--- src/rtl/button_conditioner.sv ---
// button_conditioner
//   Conditions a raw, bouncing, asynchronous pushbutton for timer_switch.
//   A two-flop synchroniser feeds a debounce FSM. The block emits one btn
//   pulse per confirmed press, a debounced pressed level, a one-shot
//   long_press pulse and a saturating press counter.
//
//   FSM states
//     state        | meaning
//     IDLE         | button released and stable
//     PRESS_WAIT   | sync2 high, counting stable cycles before confirming
//     PRESSED      | press confirmed, hold timer running
//     RELEASE_WAIT | sync2 low, counting stable cycles before confirming release
//
// Ports
//   clock        in   single clock, all state updates on posedge
//   reset        in   synchronous, active-high
//   btn_raw      in   raw button input, asynchronous, may bounce
//   btn          out  one-cycle pulse per confirmed press
//   pressed      out  debounced level (PRESSED or RELEASE_WAIT)
//   long_press   out  one-cycle pulse, at most once per press
//   press_count  out  confirmed presses since reset, saturating
module button_conditioner #(
  parameter int DEBOUNCE_CYCLES = 4,
  parameter int HOLD_CYCLES     = 16,
  parameter int CNT_W           = 8
) (
  input  logic             clock,
  input  logic             reset,
  input  logic             btn_raw,
  output logic             btn,
  output logic             pressed,
  output logic             long_press,
  output logic [CNT_W-1:0] press_count
);

  localparam int DW = $clog2(DEBOUNCE_CYCLES + 1);
  localparam int HW = $clog2(HOLD_CYCLES + 1);

  typedef enum logic [1:0] {
    IDLE         = 2'd0,
    PRESS_WAIT   = 2'd1,
    PRESSED      = 2'd2,
    RELEASE_WAIT = 2'd3
  } state_t;

  state_t           state, state_nxt;
  logic             sync1, sync2;
  logic [DW-1:0]    deb_cnt, deb_nxt;
  logic [HW-1:0]    hold_cnt, hold_nxt;
  logic             btn_d, pressed_d, long_d;
  logic [CNT_W-1:0] count_d;
  logic             deb_last;

  assign deb_last = (deb_cnt == DW'(DEBOUNCE_CYCLES - 1));

  // State register: synchroniser, FSM state, timers and registered outputs.
  always_ff @(posedge clock) begin
    if (reset) begin
      sync1       <= 1'b0;
      sync2       <= 1'b0;
      state       <= IDLE;
      deb_cnt     <= '0;
      hold_cnt    <= '0;
      btn         <= 1'b0;
      pressed     <= 1'b0;
      long_press  <= 1'b0;
      press_count <= '0;
    end else begin
      sync1       <= btn_raw;
      sync2       <= sync1;
      state       <= state_nxt;
      deb_cnt     <= deb_nxt;
      hold_cnt    <= hold_nxt;
      btn         <= btn_d;
      pressed     <= pressed_d;
      long_press  <= long_d;
      press_count <= count_d;
    end
  end

  // Next-state logic.
  always_comb begin
    state_nxt = state;
    deb_nxt   = deb_cnt;
    hold_nxt  = hold_cnt;
    case (state)
      IDLE: begin
        if (sync2) begin
          state_nxt = PRESS_WAIT;
          deb_nxt   = '0;
        end
      end
      PRESS_WAIT: begin
        if (!sync2) begin
          state_nxt = IDLE;
        end else if (deb_last) begin
          state_nxt = PRESSED;
          hold_nxt  = '0;
        end else begin
          deb_nxt = deb_cnt + 1'b1;
        end
      end
      PRESSED: begin
        if (!sync2) begin
          state_nxt = RELEASE_WAIT;
          deb_nxt   = '0;
        end else if (hold_cnt != HW'(HOLD_CYCLES)) begin
          hold_nxt = hold_cnt + 1'b1;
        end
      end
      RELEASE_WAIT: begin
        // hold_cnt stays frozen so a short release glitch cannot re-arm long_press
        if (sync2) begin
          state_nxt = PRESSED;
        end else if (deb_last) begin
          state_nxt = IDLE;
          hold_nxt  = '0;
        end else begin
          deb_nxt = deb_cnt + 1'b1;
        end
      end
      default: state_nxt = IDLE;
    endcase
  end

  // Output logic: next values of the registered outputs.
  always_comb begin
    btn_d     = (state == PRESS_WAIT) && (state_nxt == PRESSED);
    pressed_d = (state_nxt == PRESSED) || (state_nxt == RELEASE_WAIT);
    // Fires only on the step into HOLD_CYCLES; saturation keeps it one-shot.
    long_d    = (state == PRESSED) && sync2 && (hold_cnt == HW'(HOLD_CYCLES - 1));
    count_d   = press_count;
    if (btn_d && (press_count != {CNT_W{1'b1}}))
      count_d = press_count + 1'b1;
  end

endmodule

--- config.mk ---
export PLATFORM = sky130hd
export DESIGN_NAME = button_conditioner
export DESIGN_NICKNAME = d
export VERILOG_FILES = /design/src/rtl/button_conditioner.sv
export SDC_FILE = /design/constraint.sdc
export NUM_CORES = 1
export LEC_CHECK = 0
export CORE_ASPECT_RATIO = 1.75
export CORE_MARGIN = 2
export CORE_UTILIZATION = 45
export DETAILED_ROUTE_END_ITERATION = 8
export PLACE_DENSITY = 0.73
export SLEW_MARGIN = 20
export SYNTH_ARGS = -nofsm -noshare
export SYNTH_HDL_FRONTEND = slang
export SYNTH_SLANG_ARGS = --single-unit
--- constraint.sdc ---
create_clock -name clock -period 2.8 [get_ports clock]
set_clock_uncertainty 0.05 [all_clocks]
set_input_delay 0.42 -clock clock [delete_from_list [all_inputs] [get_ports clock]]
set_output_delay 0.42 -clock clock [all_outputs]
set_load 0.02 [all_outputs]
Word level (Yosys, flattened, before mapping)
Index checks and enable logic that the tools add are counted.
{"block": "word_totals", "out_inout_bits": 11, "register_bits": 23, "input_bits": 3, "wordCells": 55}
{"block": "op_classes", "addsub": 3, "n_eq_ne": 15, "mux": 19, "n_reduce_logical": 9}
{"op": "5-bit two-way mux", "n": 5}
{"op": "3-bit two-way mux", "n": 5}
{"op": "5-bit case mux with 3 select lines", "n": 1}
{"op": "2-bit two-way mux", "n": 6}
{"op": "2-bit inequality test (second input constant)", "n": 6}
{"op": "3-bit case mux with 4 select lines", "n": 1}
{"op": "8-bit by 1-bit adder with 8-bit output (second input constant)", "n": 1}
{"op": "2-bit equality test (second input constant)", "n": 4}
{"op": "8-bit inequality test (second input constant)", "n": 1}
{"op": "2-bit case mux with 4 select lines", "n": 1}
{"op": "5-bit by 1-bit adder with 5-bit output (second input constant)", "n": 1}
{"op": "5-bit by 4-bit equality test with 1-bit output (second input constant)", "n": 1}
{"op": "5-bit inequality test (second input constant)", "n": 1}
{"op": "5-bit AND reduction", "n": 1}
{"op": "1-bit logical AND", "n": 4}
{"op": "4-bit AND reduction", "n": 1}
{"op": "3-bit by 1-bit adder with 3-bit output (second input constant)", "n": 1}
{"op": "3-bit by 2-bit equality test with 1-bit output (second input constant)", "n": 1}
{"op": "3-bit nonzero test", "n": 1}
{"op": "2-bit by 1-bit equality test with 1-bit output (second input constant)", "n": 1}
{"op": "2-bit logical NOT", "n": 1}
{"op": "1-bit logical OR", "n": 1}

Longest topological paths before layout
{"block": "logic_depth", "ltp_word": 7, "depth_mapped": 5, "depth_no_buf": 5}

Worst setup path before layout
Ideal clock, no wire load.
{"block": "synth_path", "path_kind": "register to register", "start": "register press_count[0]", "end": "register press_count[4]", "stages_incl_launch_ff": 5, "path_buffers": 0, "setup_slack_ns": 1.152, "period_less_slack_ns": 1.648, "required_time_ns": 2.629, "t_arrival_ns": 1.477, "setup_ns": 0.121, "cell_sequence": "dfxtp_1 > ha_1 > and4_1 > a211oi_2 > mux2_2"}
{"block": "synth_via", "elab_chain_len": 2, "word_cells_on_any_way": 3, "classes_between": "add/sub: 1; eq/ne: 1; reduce/logical: 1"}
{"item": "start: declaration", "line_no": "33", "source": "output logic [CNT_W-1:0] press_count"}
{"item": "start signal: assignment", "line_no": "77", "source": "press_count <= count_d;"}
{"item": "branches (longest 2 deep; another with 8-bit by 1-bit adder with 8-bit output)"}
Several ways; the timed one is not identified.
A chain may end at the register's enable or synchronous reset.

Worst setup path in the final report
{"block": "layout_path", "start": "register pressed", "end": "output port pressed"}
{"item": "start: declaration", "line_no": "31", "source": "output logic pressed,"}
{"item": "start signal: assignment", "line_no": "75", "source": "pressed <= pressed_d;"}
No word-level cell between the ends.

==> impl_metrics.csv <==
group,metric,value,unit
finish,final_cells,155,
grt,grt_usage,0.1670,
die,core,2331,um2
die,io_pins,14,
finish,final_nets,140,
finish,final_common_cell,"dfxtp_1",
critical_path,cp_max_fo,7,
critical_path,rr_worst_depth,5,
grt,antenna_found_initial,0,
finish,nFillCells,214,
timing,rsz0062_at_grt,"no",
timing,hold_ws,0.4073,ns
route,dr.pass1.iters,4,
route,antenna_left,0,
critical_path,critPathKind,"reg -> out",
pwr,power_frac_comb,0.027,
finish,fin_util,0.5593,
finish,drive_gt1_frac,0.1154,
finish,multi_input_comb_area,605.6,um2
grt,grt_pass1_vias,893,
route,drtIter0Drc,34,
clock_tree,cts_buffer_depth,2,
die,dieArea,2913,um2
synthesis,avgSynthCellArea,9.469,um2
critical_path,crit_path_start_kind,"register",
grt,grt_max_degree,17,
timing,worst_pin_slew,0.5494,ns
flow_run,maxCapViolCount,0,
timing,timing.fmax,526.6,MHz
timing,hold_viol,0,
place,dpl.cell_count,151,
clock_tree,root_buffer,"clkbuf_8",
critical_path,cp_top_family,"buffers and inverters",
pwr,clkPwrFrac,0.409,
clock_tree,cts_made_buffers,3,
timing,setup_violations,0,
synthesis,synth_cell_type_count,42,
pwr,p_sw_frac,0.2057,
timing,period_share,0.6782,
synthesis,netlist_area,1117,um2
finish,antenna_cells,0,
pwr,power,0.5621,mW
critical_path,cpMaxStageDelayCell,"clkdlybuf4s50_1",
synthesis,ys_ff_latch,22,
pwr,irDropWorstVdd,296.6,uV
place,place.gp.congestion,0.8265,
timing,fin_tns_setup,0,ns
critical_path,max_stage_delay,0.66,ns
clock_tree,cts_setup_buffers,0,
synthesis,yosys_warnings,0,
grt,gr-total-overflow,0,
die,fp-row-count,23,
critical_path,arrival,1.43,ns
critical_path,crit_end,"pressed",
critical_path,cp_num_cells,1,
pwr,intPower,0.4465,mW
clock_tree,holdBufCountCts,0,
critical_path,r2r_end,"press_count[0]",
timing,fin_crit,1.899,ns
critical_path,worstReg2RegStart,"deb_cnt[0]",
finish,final_cell_mix,"dfxtp_1, clkdlybuf4s50_1, inv_1, o21ai_0",
clock_tree,h-tree-depth,1,
critical_path,path_buf_inv,1,
pwr,leakage,0.4902,nW
timing,drv_slew,0,
route,wl_per_cell,14.33,um
clock_tree,clk-insertion-delay-late,0.26,ns
pwr,p_per_area,431.2,nW/um2
synthesis,ys_seq_area_frac,0.3942,
die,dieHeight,69.92,um
grt,grt_pass1_wl,3891,um
clock_tree,cts.sinks,22,
worst_hold_path,min_path_type,"reg -> reg",
place,numPortBuffers,13,
finish,area_growth,16.69,%
status,outcome,"finished, final reports clean",
route,routed-via-count,943,
timing,slew-limit-headroom,0.6326,
critical_path,cp_data_required_time,2.33,ns
critical_path,r2r_setup_slack,1.08,ns
place,place_hpwl,1621,um
route,wl,2221,um
route,drc,0,
clock_tree,cts_resized,0,
die,start_util,0.4793,
critical_path,crit_chain,"clkdlybuf4s50_1",
pwr,switchingPower,0.1156,mW
synthesis,synth_fp_nets,127,
pwr,p_seq_frac,0.563,
clock_tree,cts_tree,"yes",
route,avgViaCountPerCell,6.084,
critical_path,worstSetupStartpoint,"pressed",
synthesis,synthCells,118,
finish,seqCellArea,440.4,um2
critical_path,endpoint_kind,"primary output",
clock_tree,clk_pin_slew,0.08,ns
die,fp.dieW,41.67,um
## stage by stage
stage          cell area (um2)  worst slack [ns]
3_3_place_gp              1249            0.8815
3_5_place_dp              1249            0.8082
2_1_floorplan             1117             1.152
6_report                  1304            0.9010
4_1_cts                   1304            0.8915
5_1_grt                   1304            0.8513
## cells by family after synthesis
| family | synth area share |
|---|---|
| flip-flops | 0.3942 |
| AO/OA/AOI/OAI | 0.1904 |
| multiplexers | 0.02911 |
| AND/OR/NAND/NOR | 0.2396 |
| adder cells (fa/ha/maj) | 0.06719 |
| buffers and inverters | 0.06382 |
| XOR/XNOR | 0.01568 |
## registers in the layout, summed over array words and instances (netlist names)
register / flops
btn: 1
deb_cnt: 3
hold_cnt: 5
long_press: 1
press_count: 8
pressed: 1
state: 1
sync1: 1
sync2: 1
## worst min-delay path by stage
stage                     start     to  slack, ns  cells past startpoint
after floorplan           sync1  sync2       0.36                      1
final                     sync1  sync2       0.41                      1
after CTS                 sync1  sync2       0.41                      1
after global placement    sync1  sync2       0.39                      1
after global routing      sync1  sync2       0.42                      1
after detailed placement  sync1  sync2       0.40                      1
## Yosys cell counts (all sizes together)
cell type	n	area [um2]
or4	2	18.77
nand2b	3	18.77
a41oi	3	26.28
dfxtp	22	440.4
or2	1	6.260
o21ai	9	45.04
nor2	4	15.01
ha	6	75.07
and4bb	1	12.51
nor2b	4	25.02
inv	9	33.78
nor3	1	5.000
nand4b	3	32.53
a211oi	4	35.03
and3	4	25.02
or3	1	6.260
nand3b	1	20.02
o32ai	2	17.52
and2	1	6.260
mux2i	1	10.01
and4b	1	10.01
nor4	1	6.260
xnor2	1	8.760
nand4	1	6.260
buf	5	33.78
a21o	1	7.510
mux2	2	22.52
nand3	3	15.01
nand2	4	15.01
clkbuf	1	3.750
a311oi	3	26.28
xor2	1	8.760
and4	1	8.760
o21bai	1	7.510
nor3b	2	15.01
a21oi	8	47.55
## power by group through the flow
stage / Combinational [mW] / Sequential (mW) / Clock, mW
6_report: 0.0153 / 0.317 / 0.230
3_3_place_gp: 0.0143 / 0.324 / 0
4_1_cts: 0.0153 / 0.317 / 0.235
3_5_place_dp: 0.0153 / 0.324 / 0
2_1_floorplan: 0.0122 / 0.322 / 0
5_1_grt: 0.0170 / 0.317 / 0.248
## routing by layer
| metal | up-vias | global-route usage | share of wire |
|---|---|---|---|
| met5 | - | 0 | 0 |
| met4 | 0 | 0.09677 | 0.018 |
| met3 | 4 | 0.03101 | 0.051 |
| met2 | 35 | 0.2708 | 0.53 |
| met1 | 446 | 0.2006 | 0.40 |
| li1 | 458 | - | - |
## cell type report
type,count,share of cell area
Multi-Input combinational cell,81,0.4645
Clock buffer,4,0.04223
Sequential cell,22,0.3378
Tap cell,25,0.02399
Inverter,9,0.02591
Timing Repair Buffer,14,0.1056
Power figures use the tool's default switching activity.
